`src/rtl/obi_spi_master.sv`:
```
// ---------------------------------------------------------------------------
// obi_spi_master
// OBI target that turns register writes into SPI mode-0, MSB-first transfers.
// Four-word register window at BASE_ADDR:
//   0x0 TX     (W)  low XFER_BITS start a transfer; reads return 0
//   0x4 RX     (R)  last received word, zero-extended; reading clears rx_valid
//   0x8 STATUS (R)  bit0 busy, bit1 rx_valid
//   0xC CLKDIV (RW) bits[7:0], SPI half-period = CLKDIV+1 clk cycles
// Addresses outside the window are granted; writes are dropped, reads give 0.
//
// Ports
//   clk_i, rstn_i          clock, asynchronous active-low reset
//   obi_req_i / obi_gnt_o  request / grant (grant stalls TX/CLKDIV writes
//                          while a transfer is running)
//   obi_addr_i, obi_we_i, obi_be_i, obi_wdata_i   request payload
//   obi_rvalid_o, obi_rdata_o                     response, 1 cycle after grant
//   spi_sclk_o, spi_cs_no, spi_mosi_o, spi_miso_i SPI master pins
// ---------------------------------------------------------------------------
module obi_spi_master #(
    parameter int unsigned           ADDR_WIDTH  = 32,
    parameter int unsigned           DATA_WIDTH  = 32,
    parameter int unsigned           XFER_BITS   = 8,
    parameter logic [7:0]            DIV_DEFAULT = 8'd4,
    parameter logic [ADDR_WIDTH-1:0] BASE_ADDR   = '0
) (
    input  logic                    clk_i,
    input  logic                    rstn_i,
    input  logic                    obi_req_i,
    output logic                    obi_gnt_o,
    input  logic [ADDR_WIDTH-1:0]   obi_addr_i,
    input  logic                    obi_we_i,
    input  logic [DATA_WIDTH/8-1:0] obi_be_i,
    input  logic [DATA_WIDTH-1:0]   obi_wdata_i,
    output logic                    obi_rvalid_o,
    output logic [DATA_WIDTH-1:0]   obi_rdata_o,
    output logic                    spi_sclk_o,
    output logic                    spi_cs_no,
    output logic                    spi_mosi_o,
    input  logic                    spi_miso_i
);

    localparam int unsigned BCW = $clog2(XFER_BITS + 1);

    typedef enum logic [1:0] {IDLE, SETUP, HIGH, LOW} state_t;

    state_t                  state_reg, state_next;
    logic [7:0]              cnt_reg;
    logic [7:0]              clkdiv_reg;
    logic [BCW-1:0]          bits_left_reg;
    logic [XFER_BITS-1:0]    tx_sh_reg;
    logic [XFER_BITS-1:0]    rx_sh_reg;
    logic [XFER_BITS-1:0]    rx_reg;
    logic                    rx_valid_reg;
    logic                    sclk_reg;
    logic                    cs_n_reg;
    logic                    mosi_reg;
    logic                    rvalid_reg;
    logic [DATA_WIDTH-1:0]   rdata_reg, rdata_next;

    logic [ADDR_WIDTH-1:0]   offset;
    logic                    in_win;
    logic [3:0]              sel;       // one-hot register select: TX, RX, STATUS, CLKDIV
    logic                    busy;
    logic                    gnt;
    logic                    tx_start;
    logic                    tick;
    logic                    done;
    logic [XFER_BITS-1:0]    tx_shifted;
    logic                    unused_bits;

    // ---------------- address decode ----------------
    assign offset = obi_addr_i - BASE_ADDR;
    assign in_win = (offset[ADDR_WIDTH-1:4] == '0);

    genvar gi;
    generate
        for (gi = 0; gi < 4; gi++) begin : g_sel
            assign sel[gi] = in_win && (offset[3:2] == 2'(gi));
        end
    endgenerate

    // ---------------- OBI handshake ----------------
    assign busy = (state_reg != IDLE);
    // Writes that would disturb a running transfer are stalled, never dropped.
    assign gnt      = obi_req_i && !(busy && obi_we_i && (sel[0] || sel[3]));
    assign tx_start = gnt && obi_we_i && sel[0];

    always_comb begin
        rdata_next = '0;
        if (gnt && !obi_we_i) begin
            if (sel[1]) begin
                rdata_next = DATA_WIDTH'(rx_reg);
            end else if (sel[2]) begin
                rdata_next[1:0] = {rx_valid_reg, busy};
            end else if (sel[3]) begin
                rdata_next[7:0] = clkdiv_reg;
            end
        end
    end

    // ---------------- SPI FSM ----------------
    assign tick       = (cnt_reg == 8'd0);
    assign done       = (state_reg == LOW) && tick && (bits_left_reg == '0);
    assign tx_shifted = tx_sh_reg << 1;

    always_comb begin
        state_next = state_reg;
        case (state_reg)
            IDLE:  if (tx_start) state_next = SETUP;
            SETUP: if (tick)     state_next = HIGH;
            HIGH:  if (tick)     state_next = LOW;
            LOW:   if (tick)     state_next = (bits_left_reg == '0) ? IDLE : HIGH;
            default:             state_next = IDLE;
        endcase
    end

    always_ff @(posedge clk_i or negedge rstn_i) begin
        if (!rstn_i) begin
            state_reg <= IDLE;
        end else begin
            state_reg <= state_next;
        end
    end

    always_ff @(posedge clk_i or negedge rstn_i) begin
        if (!rstn_i) begin
            cnt_reg       <= '0;
            clkdiv_reg    <= DIV_DEFAULT;
            bits_left_reg <= '0;
            tx_sh_reg     <= '0;
            rx_sh_reg     <= '0;
            rx_reg        <= '0;
            rx_valid_reg  <= 1'b0;
            sclk_reg      <= 1'b0;
            cs_n_reg      <= 1'b1;
            mosi_reg      <= 1'b0;
            rvalid_reg    <= 1'b0;
            rdata_reg     <= '0;
        end else begin
            rvalid_reg <= gnt;
            rdata_reg  <= rdata_next;

            // CLKDIV writes only get granted while idle, so the divider is
            // stable for the whole transfer.
            if (gnt && obi_we_i && sel[3]) begin
                clkdiv_reg <= obi_wdata_i[7:0];
            end

            // Every state lasts CLKDIV+1 cycles: reload on each transition.
            if (state_next != state_reg) begin
                cnt_reg <= clkdiv_reg;
            end else if (!tick) begin
                cnt_reg <= cnt_reg - 8'd1;
            end

            if (tx_start) begin
                tx_sh_reg     <= obi_wdata_i[XFER_BITS-1:0];
                mosi_reg      <= obi_wdata_i[XFER_BITS-1];
                bits_left_reg <= BCW'(XFER_BITS);
            end

            // Rising sclk: capture MISO into the separate RX shifter so the
            // TX bits still waiting to go out are not overwritten.
            if ((state_reg != HIGH) && (state_next == HIGH)) begin
                rx_sh_reg <= XFER_BITS'({rx_sh_reg, spi_miso_i});
            end

            // Falling sclk: present the next TX bit.
            if ((state_reg == HIGH) && tick) begin
                tx_sh_reg     <= tx_shifted;
                mosi_reg      <= tx_shifted[XFER_BITS-1];
                bits_left_reg <= bits_left_reg - BCW'(1);
            end

            // Completion sets rx_valid even if an RX read clears it in the
            // same cycle; that read still sees the previous RX word.
            if (done) begin
                rx_reg       <= rx_sh_reg;
                rx_valid_reg <= 1'b1;
            end else if (gnt && !obi_we_i && sel[1]) begin
                rx_valid_reg <= 1'b0;
            end

            sclk_reg <= (state_next == HIGH);
            cs_n_reg <= (state_next == IDLE);
        end
    end

    assign unused_bits = ^{obi_be_i, obi_wdata_i, offset[1:0]};

    assign obi_gnt_o    = gnt;
    assign obi_rvalid_o = rvalid_reg;
    assign obi_rdata_o  = rdata_reg;
    assign spi_sclk_o   = sclk_reg;
    assign spi_cs_no    = cs_n_reg;
    assign spi_mosi_o   = mosi_reg;

endmodule

```
`config.mk`:
```
export PLATFORM = sky130hd
export DESIGN_NAME = obi_spi_master
export DESIGN_NICKNAME = d
export VERILOG_FILES = /design/src/rtl/obi_spi_master.sv
export SDC_FILE = /design/constraint.sdc
export NUM_CORES = 1
export LEC_CHECK = 0
export BUFFER_PORTS_ARGS = -buffer_cell sky130_fd_sc_hd__buf_2
export CAP_MARGIN = 10
export CORE_MARGIN = 10
export CORE_UTILIZATION = 40
export DETAILED_ROUTE_END_ITERATION = 8
export GPL_TIMING_DRIVEN = 0
export PLACE_DENSITY = 0.68
export SYNTH_ARGS = -nofsm -noshare
export SYNTH_HDL_FRONTEND = slang
export SYNTH_SLANG_ARGS = --single-unit
```
`constraint.sdc`:
```
create_clock -name clk_i -period 2.75 [get_ports clk_i]
set_input_delay 0.275 -clock clk_i [delete_from_list [all_inputs] [get_ports clk_i]]
set_output_delay 0.275 -clock clk_i [all_outputs]
set_load 0.01 [all_outputs]
```
==> results of run 1 <==
power groups by stage:
| stage | clock, mW | sequential [mW] | combinational, mW |
|---|---|---|---|
| 4_1_cts | 0.676 | 0.856 | 0.115 |
| 6_report | 0.661 | 0.856 | 0.116 |
| 2_1_floorplan | 0 | 0.872 | 0.0544 |
| 5_1_grt | 0.731 | 0.855 | 0.129 |
| 3_5_place_dp | 0 | 0.871 | 0.113 |
| 3_3_place_gp | 0 | 0.871 | 0.108 |
cell type report:
class                   count  area share, %
inverters                   9         0.9581
multi-input cells         180          34.42
plain buffers              34          6.671
clock inverters             3         0.4258
repair buffers             57          8.659
clock buffers              13          4.223
well taps                  96          3.407
flip-flops and latches     58          41.23
repair_timing:
action                    CTS  global route
hold buffers                1             0
gates resized for setup     0             0
hold endpoints to repair   23             0
final timing paths:
kind                       cells past startpoint  slack, ns                            to
min reg2reg                                    2       0.49      tx_sh_reg[2]$_DFFE_PN0P_
max reg2reg                                    9       0.17  bits_left_reg[3]$_DFFE_PN0P_
min in group asynchronous                      2       0.48        cnt_reg[5]$_DFFE_PN0P_
min                                            2       0.18      rx_sh_reg[0]$_DFFE_PN0P_
max                                            9       0.17  bits_left_reg[3]$_DFFE_PN0P_
max in group asynchronous                      3       1.62           spi_cs_no$_DFF_PN1_
critical path, cell delays in order (launching register included):
cell and delay [ns]:
sky130_fd_sc_hd__dfrtp_1 0.42, sky130_fd_sc_hd__inv_1 0.07, sky130_fd_sc_hd__ha_1 0.18, sky130_fd_sc_hd__or3b_1 0.46, sky130_fd_sc_hd__nor2b_1 0.24, sky130_fd_sc_hd__buf_2 0.25, sky130_fd_sc_hd__and3b_1 0.18, sky130_fd_sc_hd__buf_4 0.17
sky130_fd_sc_hd__mux2_2 0.34, sky130_fd_sc_hd__o21a_1 0.16
layer usage:
metal | vias to the layer above | wire length, um | global-route usage [%]
li1 | 1039 | - | -
met1 | 1002 | 2910 | 14.56
met2 | 41 | 3229 | 19.56
met3 | 8 | 302 | 3.594
met4 | 0 | 101 | 5.765
met5 | - | 0 | 0
cells by family (layout without fill, tap and decap cells):
kind of cell | after synthesis | after routing
muxes | 44 | 44
other | 1 | 24
DFF | 58 | 58
buffers and inverters | 43 | 116
xor gates and xnor gates | 4 | 4
adders and majority gates | 2 | 2
AOI/OAI and AO/OA | 33 | 33
and+or+nand+nor | 73 | 73
metrics by stage:
stage | utilization, % | instances | worst slack, ns
floorplan | - | 281 | 0.5421
global placement | 48.51 | 432 | 0.2380
detailed placement | 48.80 | 433 | 0.1795
CTS | 51.33 | 450 | 0.1688
global route | 51.33 | 450 | 0.008586
finish | 51.33 | 450 | 0.1723
Yosys cell counts (2+ instances only):
library cell / number
sky130_fd_sc_hd__o21a_1: 2
sky130_fd_sc_hd__nor4_1: 10
sky130_fd_sc_hd__mux2i_1: 15
sky130_fd_sc_hd__nor3_1: 4
sky130_fd_sc_hd__a22oi_1: 2
sky130_fd_sc_hd__ha_1: 2
sky130_fd_sc_hd__nand2_1: 19
sky130_fd_sc_hd__xnor2_1: 4
sky130_fd_sc_hd__nand2b_1: 5
sky130_fd_sc_hd__inv_1: 9
sky130_fd_sc_hd__nor2_1: 17
sky130_fd_sc_hd__clkbuf_1: 2
sky130_fd_sc_hd__o22ai_1: 2
sky130_fd_sc_hd__nand3_1: 6
sky130_fd_sc_hd__o21ai_0: 12
sky130_fd_sc_hd__o21ai_1: 2
sky130_fd_sc_hd__buf_2: 5
sky130_fd_sc_hd__dfstp_2: 2
sky130_fd_sc_hd__mux2_2: 29
sky130_fd_sc_hd__a31oi_1: 2
sky130_fd_sc_hd__dfrtp_1: 56
sky130_fd_sc_hd__buf_4: 25
sky130_fd_sc_hd__a21oi_1: 3
sky130_fd_sc_hd__o2bb2ai_1: 3
==> impl_metrics.env, run 1 <==
export IMPL_synth_cell_type_count=44
export IMPL_postSynth_asyncResetShare_pct=100.0
export IMPL_p_clk_share_pct=40.5
export IMPL_nets=424
export IMPL_critical_path_arrival_ns=2.80
export IMPL_worst_setup_path_startpoint="cnt_reg[0]$_DFFE_PN0P_"
export IMPL_globalplace_congestion=0.7761
export IMPL_timing_setup_tns_ns=0
export IMPL_layout_area_seq_um2=1454
export IMPL_hold_ws_ns=0.1818
export IMPL_overflow=0
export IMPL_start_kind="flip-flop"
export IMPL_worstSkewPairLatency_ns=0.33
export IMPL_post_cts_buffers=0
export IMPL_clock_sinks=58
export IMPL_worstReg2RegStart="cnt_reg[0]$_DFFE_PN0P_"
export IMPL_power_switching_mw=0.3743
export IMPL_type_of_the_worst_setup_path="reg2reg"
export IMPL_synth_compound_gate_area_share_pct=7.419
export IMPL_maxClockFrequency_mhz=387.9
export IMPL_yosysTopAreaCell="sky130_fd_sc_hd__dfrtp_1"
export IMPL_fin_area_um2=3526
export IMPL_clock_tree_root_cell="sky130_fd_sc_hd__clkbuf_8"
export IMPL_syn_instance_count=258
export IMPL_ys_warn_count=0
export IMPL_clock_tree_buffer_depth=2
export IMPL_synth_edf_count=0
export IMPL_post_synth_instance_area_um2=2850
export IMPL_synth_simple_gate_area_share_pct=13.17
export IMPL_filler_cell_count=631
export IMPL_grt_setup_unrepaired="no"
export IMPL_timing_final_hold_violations=0
export IMPL_pin_count=110
export IMPL_post_synthesis_mean_instance_area_um2=11.05
export IMPL_chipWidth_um=104.4
export IMPL_die_height_um=104.4
export IMPL_via_count_normalized_by_instance_count=4.644
export IMPL_yosysTopAreaCellShare_pct=49.17
export IMPL_synth_top_family_by_area="multiplexers"
export IMPL_power_leakage_nw=1.806
export IMPL_crit_fanout=10
export IMPL_area_delta_synth_final_pct=23.70
export IMPL_worst_setup_path_end_kind="flip-flop"
export IMPL_port_buffers=55
export IMPL_multi_input_area_um2=1214
export IMPL_post_synthesis_sequential_area_ratio_pct=51.01
export IMPL_grt_antenna_before_repair=0
export IMPL_yosys_area_share_xor_xnor_pct=1.229
export IMPL_grt_start_max_net_pins=36
export IMPL_grt_first_pass_wirelength_um=10700
export IMPL_status="completed"
export IMPL_maxCapViolations=0
export IMPL_post_dp_cell_area_um2=3352
export IMPL_clkTransAtPathRegs_ns=0.06
export IMPL_router_iterations_before_antenna_repair=4
export IMPL_tightest_slew_ns=0.7010
export IMPL_synth_flop_cell="sky130_fd_sc_hd__dfrtp_1"
export IMPL_fp_row_count=30
export IMPL_totalWireLength_um=6544
export IMPL_initial_standard_cell_utilization_of_the_core_pct=41.49
export IMPL_route_antenna_remaining_nets=0
export IMPL_worstHoldStart="spi_miso_i"
export IMPL_vias=2090
export IMPL_final_min_period_over_clock_period_pct=93.73
export IMPL_setup_violations_final=0
export IMPL_wl_per_cell_um=14.54
export IMPL_fp_coreArea_um2=6869
export IMPL_p_sw_share_pct=22.92
export IMPL_number_of_remaining_drc_errors=0
export IMPL_layout_cells_most_common="sky130_fd_sc_hd__buf_2"
export IMPL_p_comb_share_pct=7.1
export IMPL_hpwlAfterDp_um=5023
export IMPL_power_density_nw_per_um2=463.1
export IMPL_ctsHtreeMaxLevel=3
export IMPL_seq_power_share_pct=52.4
export IMPL_die_area_um2=10900
export IMPL_grtUsageTotal_pct=12.18
export IMPL_clock_skew_ns=0.008296
export IMPL_period_needed_ns=2.578
export IMPL_cts_inserted_buffers=9
export IMPL_internal_power_mw=1.258
export IMPL_post_layout_total_power_mw=1.633
export IMPL_clock_tree_from_tritoncts="built"
export IMPL_tightest_hold_check_type="in2reg"
export IMPL_timing_final_max_slew_violations=0
export IMPL_worst_rel_slew_slack_pct=53.27
export IMPL_first_global_vias=2085
export IMPL_most_common_layout_cells="sky130_fd_sc_hd__buf_2, sky130_fd_sc_hd__dfrtp_1, sky130_fd_sc_hd__mux2_2, sky130_fd_sc_hd__buf_4, sky130_fd_sc_hd__conb_1"
export IMPL_yosys_register_bits=58
export IMPL_num_antenna_cells=0
export IMPL_vdd_ir_drop_worst_v=0.0003505
export IMPL_violation_count_after_the_first_detailed_route_iteration=88
export IMPL_final_layout_size_suffix_gt1_share_pct=38.14
export IMPL_ys_top_cells_by_area="sky130_fd_sc_hd__dfrtp_1, sky130_fd_sc_hd__mux2_2, sky130_fd_sc_hd__buf_4"
export IMPL_yosys_mux_area_fraction_pct=16.73
export IMPL_synth_adder_area_share_pct=0.8780
export IMPL_timing_critical_path_required_ns=2.97
Power figures use the tool's default switching activity.
==> run 2, diff against run 1 <==
--- a/config.mk
+++ b/config.mk
@@ -7,6 +7,7 @@
 export LEC_CHECK = 0
 export BUFFER_PORTS_ARGS = -buffer_cell sky130_fd_sc_hd__buf_2
 export CAP_MARGIN = 10
+export CORE_ASPECT_RATIO = 0.9
 export CORE_MARGIN = 10
 export CORE_UTILIZATION = 40
 export DETAILED_ROUTE_END_ITERATION = 8
==> run 2 against run 1 <==
Against the previous run:
- first-iteration DRC count shrank 8.0%
- via count rose by 0.57%
- sequential share of layout area fell by 0.35 points
- clock power rose by 19%
- clock skew is essentially flat
- fmax grew 1.3%
- sequential power barely moved
- total power is 7.5% higher
- design area increased by 0.85%
- worst setup slack better by 0.034 ns
- flip-flop and latch count stayed put
==> impl_metrics.env, run 2 (synthesized netlist as in run 1, its figures left out) <==
export IMPL_status="completed"
export IMPL_clkTransAtPathRegs_ns=0.06
export IMPL_final_min_period_over_clock_period_pct=92.52
export IMPL_period_needed_ns=2.544
export IMPL_worstSkewPairLatency_ns=0.33
export IMPL_chipWidth_um=109.0
export IMPL_clock_sinks=58
export IMPL_ctsHtreeMaxLevel=3
export IMPL_totalWireLength_um=6298
export IMPL_tightest_hold_check_type="in2reg"
export IMPL_clock_tree_root_cell="sky130_fd_sc_hd__clkbuf_8"
export IMPL_start_kind="flip-flop"
export IMPL_router_iterations_before_antenna_repair=4
export IMPL_post_cts_buffers=0
export IMPL_globalplace_congestion=0.7589
export IMPL_worst_rel_slew_slack_pct=58.34
export IMPL_grt_start_max_net_pins=33
export IMPL_vias=2102
export IMPL_timing_setup_tns_ns=0
export IMPL_final_layout_size_suffix_gt1_share_pct=38.14
export IMPL_violation_count_after_the_first_detailed_route_iteration=81
export IMPL_vdd_ir_drop_worst_v=0.0003030
export IMPL_power_density_nw_per_um2=493.6
export IMPL_hold_path_depth=2
export IMPL_number_of_remaining_drc_errors=0
export IMPL_grt_antenna_before_repair=0
export IMPL_critical_path_arrival_ns=2.76
export IMPL_grt_first_pass_wirelength_um=10270
export IMPL_clock_tree_from_tritoncts="built"
export IMPL_port_buffers=55
export IMPL_clock_tree_buffer_depth=2
export IMPL_maxCapViolations=0
export IMPL_tightest_slew_ns=0.6249
export IMPL_route_antenna_remaining_nets=0
export IMPL_via_count_normalized_by_instance_count=4.702
export IMPL_worst_setup_path_end_kind="flip-flop"
export IMPL_reg2reg_setup_slack_ns=0.21
export IMPL_num_antenna_cells=0
export IMPL_die_area_um2=10910
export IMPL_grtUsageTotal_pct=11.99
export IMPL_filler_cell_count=647
export IMPL_post_dp_cell_area_um2=3348
export IMPL_worstReg2RegEnd="bits_left_reg[3]$_DFFE_PN0P_"
export IMPL_area_delta_synth_final_pct=24.76
export IMPL_timing_final_max_slew_violations=0
export IMPL_timing_final_hold_violations=0
export IMPL_cts_inserted_buffers=9
export IMPL_worst_setup_path_startpoint="cnt_reg[0]$_DFFE_PN0P_"
export IMPL_layout_area_seq_um2=1454
export IMPL_layout_cells_most_common="sky130_fd_sc_hd__buf_2"
export IMPL_nets=424
export IMPL_timing_critical_path_required_ns=2.97
export IMPL_post_route_util_pct=50.78
export IMPL_endpoint_of_the_worst_hold_timing_path="rx_sh_reg[0]$_DFFE_PN0P_"
export IMPL_power_leakage_nw=1.820
export IMPL_initial_standard_cell_utilization_of_the_core_pct=40.70
export IMPL_first_global_vias=2078
export IMPL_fin_area_um2=3556
export IMPL_hold_ws_ns=0.1704
export IMPL_worstRegToRegCells=9
export IMPL_fp_row_count=29
export IMPL_setup_violations_final=0
export IMPL_grt_setup_unrepaired="no"
export IMPL_hpwlAfterDp_um=4950
export IMPL_maxClockFrequency_mhz=393.1
export IMPL_worstHoldStart="spi_miso_i"
export IMPL_fp_coreArea_um2=7003
export IMPL_wl_per_cell_um=14.09
export IMPL_type_of_the_worst_setup_path="reg2reg"
export IMPL_post_layout_total_power_mw=1.755
export IMPL_clock_skew_ns=0.008523
export IMPL_overflow=0
export IMPL_worstReg2RegStart="cnt_reg[0]$_DFFE_PN0P_"
export IMPL_most_common_layout_cells="sky130_fd_sc_hd__buf_2, sky130_fd_sc_hd__dfrtp_1, sky130_fd_sc_hd__mux2_2, sky130_fd_sc_hd__buf_4, sky130_fd_sc_hd__conb_1"
export IMPL_die_height_um=100.1
export IMPL_multi_input_area_um2=1214
export IMPL_pin_count=110
export IMPL_crit_fanout=10
## run 2: worst max path at each step
| stage | endpoint | slack [ns] | cells past startpoint |
|---|---|---|---|
| after global placement | bits_left_reg[3]$_DFFE_PN0P_ | 0.22 | 9 |
| after global routing | bits_left_reg[3]$_DFFE_PN0P_ | 0.04 | 9 |
| after CTS | bits_left_reg[3]$_DFFE_PN0P_ | 0.18 | 9 |
| after floorplan | bits_left_reg[3]$_DFFE_PN0P_ | 0.54 | 9 |
| final | bits_left_reg[3]$_DFFE_PN0P_ | 0.21 | 9 |
| after detailed placement | bits_left_reg[3]$_DFFE_PN0P_ | 0.19 | 9 |
## run 2: stage by stage
stage	worst slack, ns	cells
after floorplan	0.5421	281
after global placement	0.2225	429
after detailed placement	0.1936	430
after CTS	0.1791	447
after global routing	0.04033	447
final	0.2058	447
## run 2: final cells by class
class / count / share of cell area, %
inverters: 9 / 0.9500
well taps: 93 / 3.272
multi-input cells: 180 / 34.13
plain buffers: 34 / 6.615
clock buffers: 14 / 4.574
repair buffers: 57 / 8.586
clock inverters: 2 / 0.9852
flip-flops and latches: 58 / 40.89
## run 2: report_power, final
part	internal [mW]	switching (mW)
registers	0.855	0.000648
clock network	0.468	0.317
logic	0.0557	0.0595
total	1.38	0.377
## run 2: routing by layer
metal	wire length, um	GRT usage [%]	up-vias
met5	0	0	-
met4	135	6.687	0
met3	342	3.395	12
met2	3166	18.81	45
met1	2654	14.47	1004
li1	-	-	1041
## run 2: worst max-delay path, cell delays in order, from the launching register on
cell	delay, ns
sky130_fd_sc_hd__dfrtp_1	0.42
sky130_fd_sc_hd__inv_1	0.07
sky130_fd_sc_hd__ha_1	0.16
sky130_fd_sc_hd__or3b_1	0.44
sky130_fd_sc_hd__nor2b_1	0.24
sky130_fd_sc_hd__buf_2	0.25
sky130_fd_sc_hd__and3b_1	0.18
sky130_fd_sc_hd__buf_4	0.16
sky130_fd_sc_hd__mux2_2	0.34
sky130_fd_sc_hd__o21a_1	0.16
## run 2: repair_timing
item	in CTS	in global routing
gates resized for setup	0	0
hold buffers	1	0
endpoints found under the hold margin	26	0
endpoints found under the setup margin	0	0
==> run 3, diff against run 2 <==
--- a/config.mk
+++ b/config.mk
@@ -9,10 +9,10 @@
 export CAP_MARGIN = 10
 export CORE_ASPECT_RATIO = 0.9
 export CORE_MARGIN = 10
-export CORE_UTILIZATION = 40
+export CORE_UTILIZATION = 49
 export DETAILED_ROUTE_END_ITERATION = 8
 export GPL_TIMING_DRIVEN = 0
-export PLACE_DENSITY = 0.68
+export PLACE_DENSITY = 0.8
 export SYNTH_ARGS = -nofsm -noshare
 export SYNTH_HDL_FRONTEND = slang
 export SYNTH_SLANG_ARGS = --single-unit
==> run 3 against run 2 <==
Against the previous run:
- total power shrank 7.0%
- register-to-register slack lost 0.04 ns
- combinational power is essentially flat
- routed wire length grew 2.0%
- hold slack gained 0.0098 ns
- design area shrank 1.8%
- sequential share of layout area grew 0.73 points
- worst setup slack lost 0.042 ns
- critical path depth is the same
- global-route usage grew 2.2 points
- critical endpoint unchanged
- largest cell class unchanged
==> impl_metrics.env, run 3 (synthesized netlist as in run 1, its figures left out) <==
export IMPL_post_dp_cell_area_um2=3299
export IMPL_chipWidth_um=100.4
export IMPL_type_of_the_worst_setup_path="reg2reg"
export IMPL_worstSkewPairLatency_ns=0.33
export IMPL_hpwlAfterDp_um=4928
export IMPL_clock_tree_from_tritoncts="built"
export IMPL_vdd_ir_drop_worst_v=0.0003490
export IMPL_tightest_slew_ns=0.6276
export IMPL_worst_setup_path_end_kind="flip-flop"
export IMPL_layout_cells_most_common="sky130_fd_sc_hd__buf_2"
export IMPL_violation_count_after_the_first_detailed_route_iteration=134
export IMPL_num_antenna_cells=0
export IMPL_overflow=0
export IMPL_setup_violations_final=0
export IMPL_worst_path_dominant_cell_family="simple AND/OR/NAND/NOR gates"
export IMPL_grt_start_max_net_pins=59
export IMPL_grtUsageTotal_pct=14.19
export IMPL_maxCapViolations=0
export IMPL_start_kind="flip-flop"
export IMPL_totalWireLength_um=6425
export IMPL_hold_ws_ns=0.1801
export IMPL_globalplace_congestion=0.7463
export IMPL_first_global_vias=2196
export IMPL_final_min_period_over_clock_period_pct=94.05
export IMPL_timing_critical_path_required_ns=2.97
export IMPL_clock_sinks=58
export IMPL_grt_setup_unrepaired="no"
export IMPL_vias=2104
export IMPL_crit_path_cell_trace="inv_1, ha_1, or3b_1, nor2b_1, buf_2, and3b_1, buf_4, mux2_2, o21a_1"
export IMPL_fin_area_um2=3493
export IMPL_p_sw_share_pct=22.89
export IMPL_post_cts_resized=0
export IMPL_fp_coreArea_um2=5660
export IMPL_cts_inserted_buffers=9
export IMPL_port_buffers=55
export IMPL_grt_antenna_before_repair=0
export IMPL_clock_skew_ns=0.006621
export IMPL_crit_fanout=10
export IMPL_grt_first_pass_wirelength_um=10520
export IMPL_period_needed_ns=2.586
export IMPL_router_iterations_before_antenna_repair=4
export IMPL_slowest_stage="sky130_fd_sc_hd__or3b_1"
export IMPL_area_delta_synth_final_pct=22.56
export IMPL_seq_power_share_pct=52.4
export IMPL_power_leakage_nw=1.806
export IMPL_power_switching_mw=0.3735
export IMPL_p_comb_share_pct=7.0
export IMPL_number_of_remaining_drc_errors=0
export IMPL_critical_path_max_stage_delay_ns=0.44
export IMPL_initial_standard_cell_utilization_of_the_core_pct=50.35
export IMPL_ctsHtreeMaxLevel=3
export IMPL_die_height_um=92.36
export IMPL_post_cts_buffers=0
export IMPL_pin_count=110
export IMPL_clock_tree_root_cell="sky130_fd_sc_hd__clkbuf_8"
export IMPL_clock_tree_buffer_depth=2
export IMPL_timing_final_hold_violations=0
export IMPL_most_common_layout_cells="sky130_fd_sc_hd__buf_2, sky130_fd_sc_hd__dfrtp_1, sky130_fd_sc_hd__mux2_2, sky130_fd_sc_hd__buf_4, sky130_fd_sc_hd__conb_1"
export IMPL_maxClockFrequency_mhz=386.6
export IMPL_final_layout_size_suffix_gt1_share_pct=38.14
export IMPL_wl_per_cell_um=15.15
export IMPL_via_count_normalized_by_instance_count=4.962
export IMPL_p_clk_share_pct=40.5
export IMPL_power_density_nw_per_um2=467.2
export IMPL_die_area_um2=9272
export IMPL_nets=424
export IMPL_fp_row_count=26
export IMPL_final_instance_count_excl_fill=424
export IMPL_clkTransAtPathRegs_ns=0.06
export IMPL_dp_cells=406
export IMPL_tightest_hold_check_type="in2reg"
export IMPL_route_antenna_remaining_nets=0
export IMPL_worst_rel_slew_slack_pct=58.16
export IMPL_internal_power_mw=1.258
export IMPL_timing_final_max_slew_violations=0
export IMPL_critical_path_arrival_ns=2.81
export IMPL_status="completed"
export IMPL_timing_setup_tns_ns=0
export IMPL_worstPathBufferInverterCount=3
==> run 3: cell types whose count changed in the layout (fill, tap and decap cells not counted), sizes merged <==
cell    previous run  this run
clkinv             1         3
clkbuf            16        15
bufinv             1         0
==> run 3: final timing paths <==
path / startpoint / end / slack [ns] / cells after the start
max: cnt_reg[0]$_DFFE_PN0P_ / bits_left_reg[3]$_DFFE_PN0P_ / 0.16 / 9
min: spi_miso_i / rx_sh_reg[0]$_DFFE_PN0P_ / 0.18 / 2
max reg2reg: cnt_reg[0]$_DFFE_PN0P_ / bits_left_reg[3]$_DFFE_PN0P_ / 0.16 / 9
min reg2reg: tx_sh_reg[0]$_DFFE_PN0P_ / tx_sh_reg[1]$_DFFE_PN0P_ / 0.49 / 2
max in group asynchronous: rstn_i / clkdiv_reg[2]$_DFFE_PN1P_ / 1.80 / 3
min in group asynchronous: rstn_i / clkdiv_reg[7]$_DFFE_PN0P_ / 0.37 / 2
==> run 3: cell type report <==
class	instances	area [um^2]
buffer	34	235.2
timing repair buffer	57	305.3
clock inverter	3	15.01
inverter	9	33.78
sequential	58	1454
fill	475	2167
clock buffer	13	148.9
multi-input combinational	180	1214
tap	70	87.58
==> run 3: per-layer routing <==
layer | up-vias | wire length (um) | global-route usage (%) | part of all wire [%]
li1 | 1037 | - | - | -
met2 | 62 | 3392 | 24.36 | 53
met5 | - | 0 | 0 | 0
met4 | 0 | 40 | 4.706 | 0.62
met3 | 5 | 423 | 5.423 | 6.6
met1 | 1000 | 2568 | 15.75 | 40
==> run 3: metrics by stage <==
step | setup slack [ns] | total power [mW] | utilization [%]
final | 0.1635 | 1.632 | 61.72
after global routing | 0.03220 | 1.712 | 61.72
after detailed placement | 0.1968 | 0.9798 | 58.29
after floorplan | 0.5421 | 0.9262 | -
after CTS | 0.1848 | 1.638 | 61.18
after global placement | 0.2508 | 0.9790 | 58.29
==> run 3: power groups by stage <==
stage               Clock [mW]  Combinational (mW)  Sequential [mW]
floorplan                    0              0.0544            0.872
global placement             0               0.108            0.871
detailed placement           0               0.109            0.871
CTS                      0.674               0.109            0.856
global route             0.729               0.128            0.855
finish                   0.661               0.115            0.856
==> run 3: repair_timing <==
| item | 4_1_cts | 5_1_grt |
|---|---|---|
| hold endpoints to repair | 0 | 13 |
| hold buffers | 0 | 1 |
| endpoints found under the setup margin | 0 | 0 |
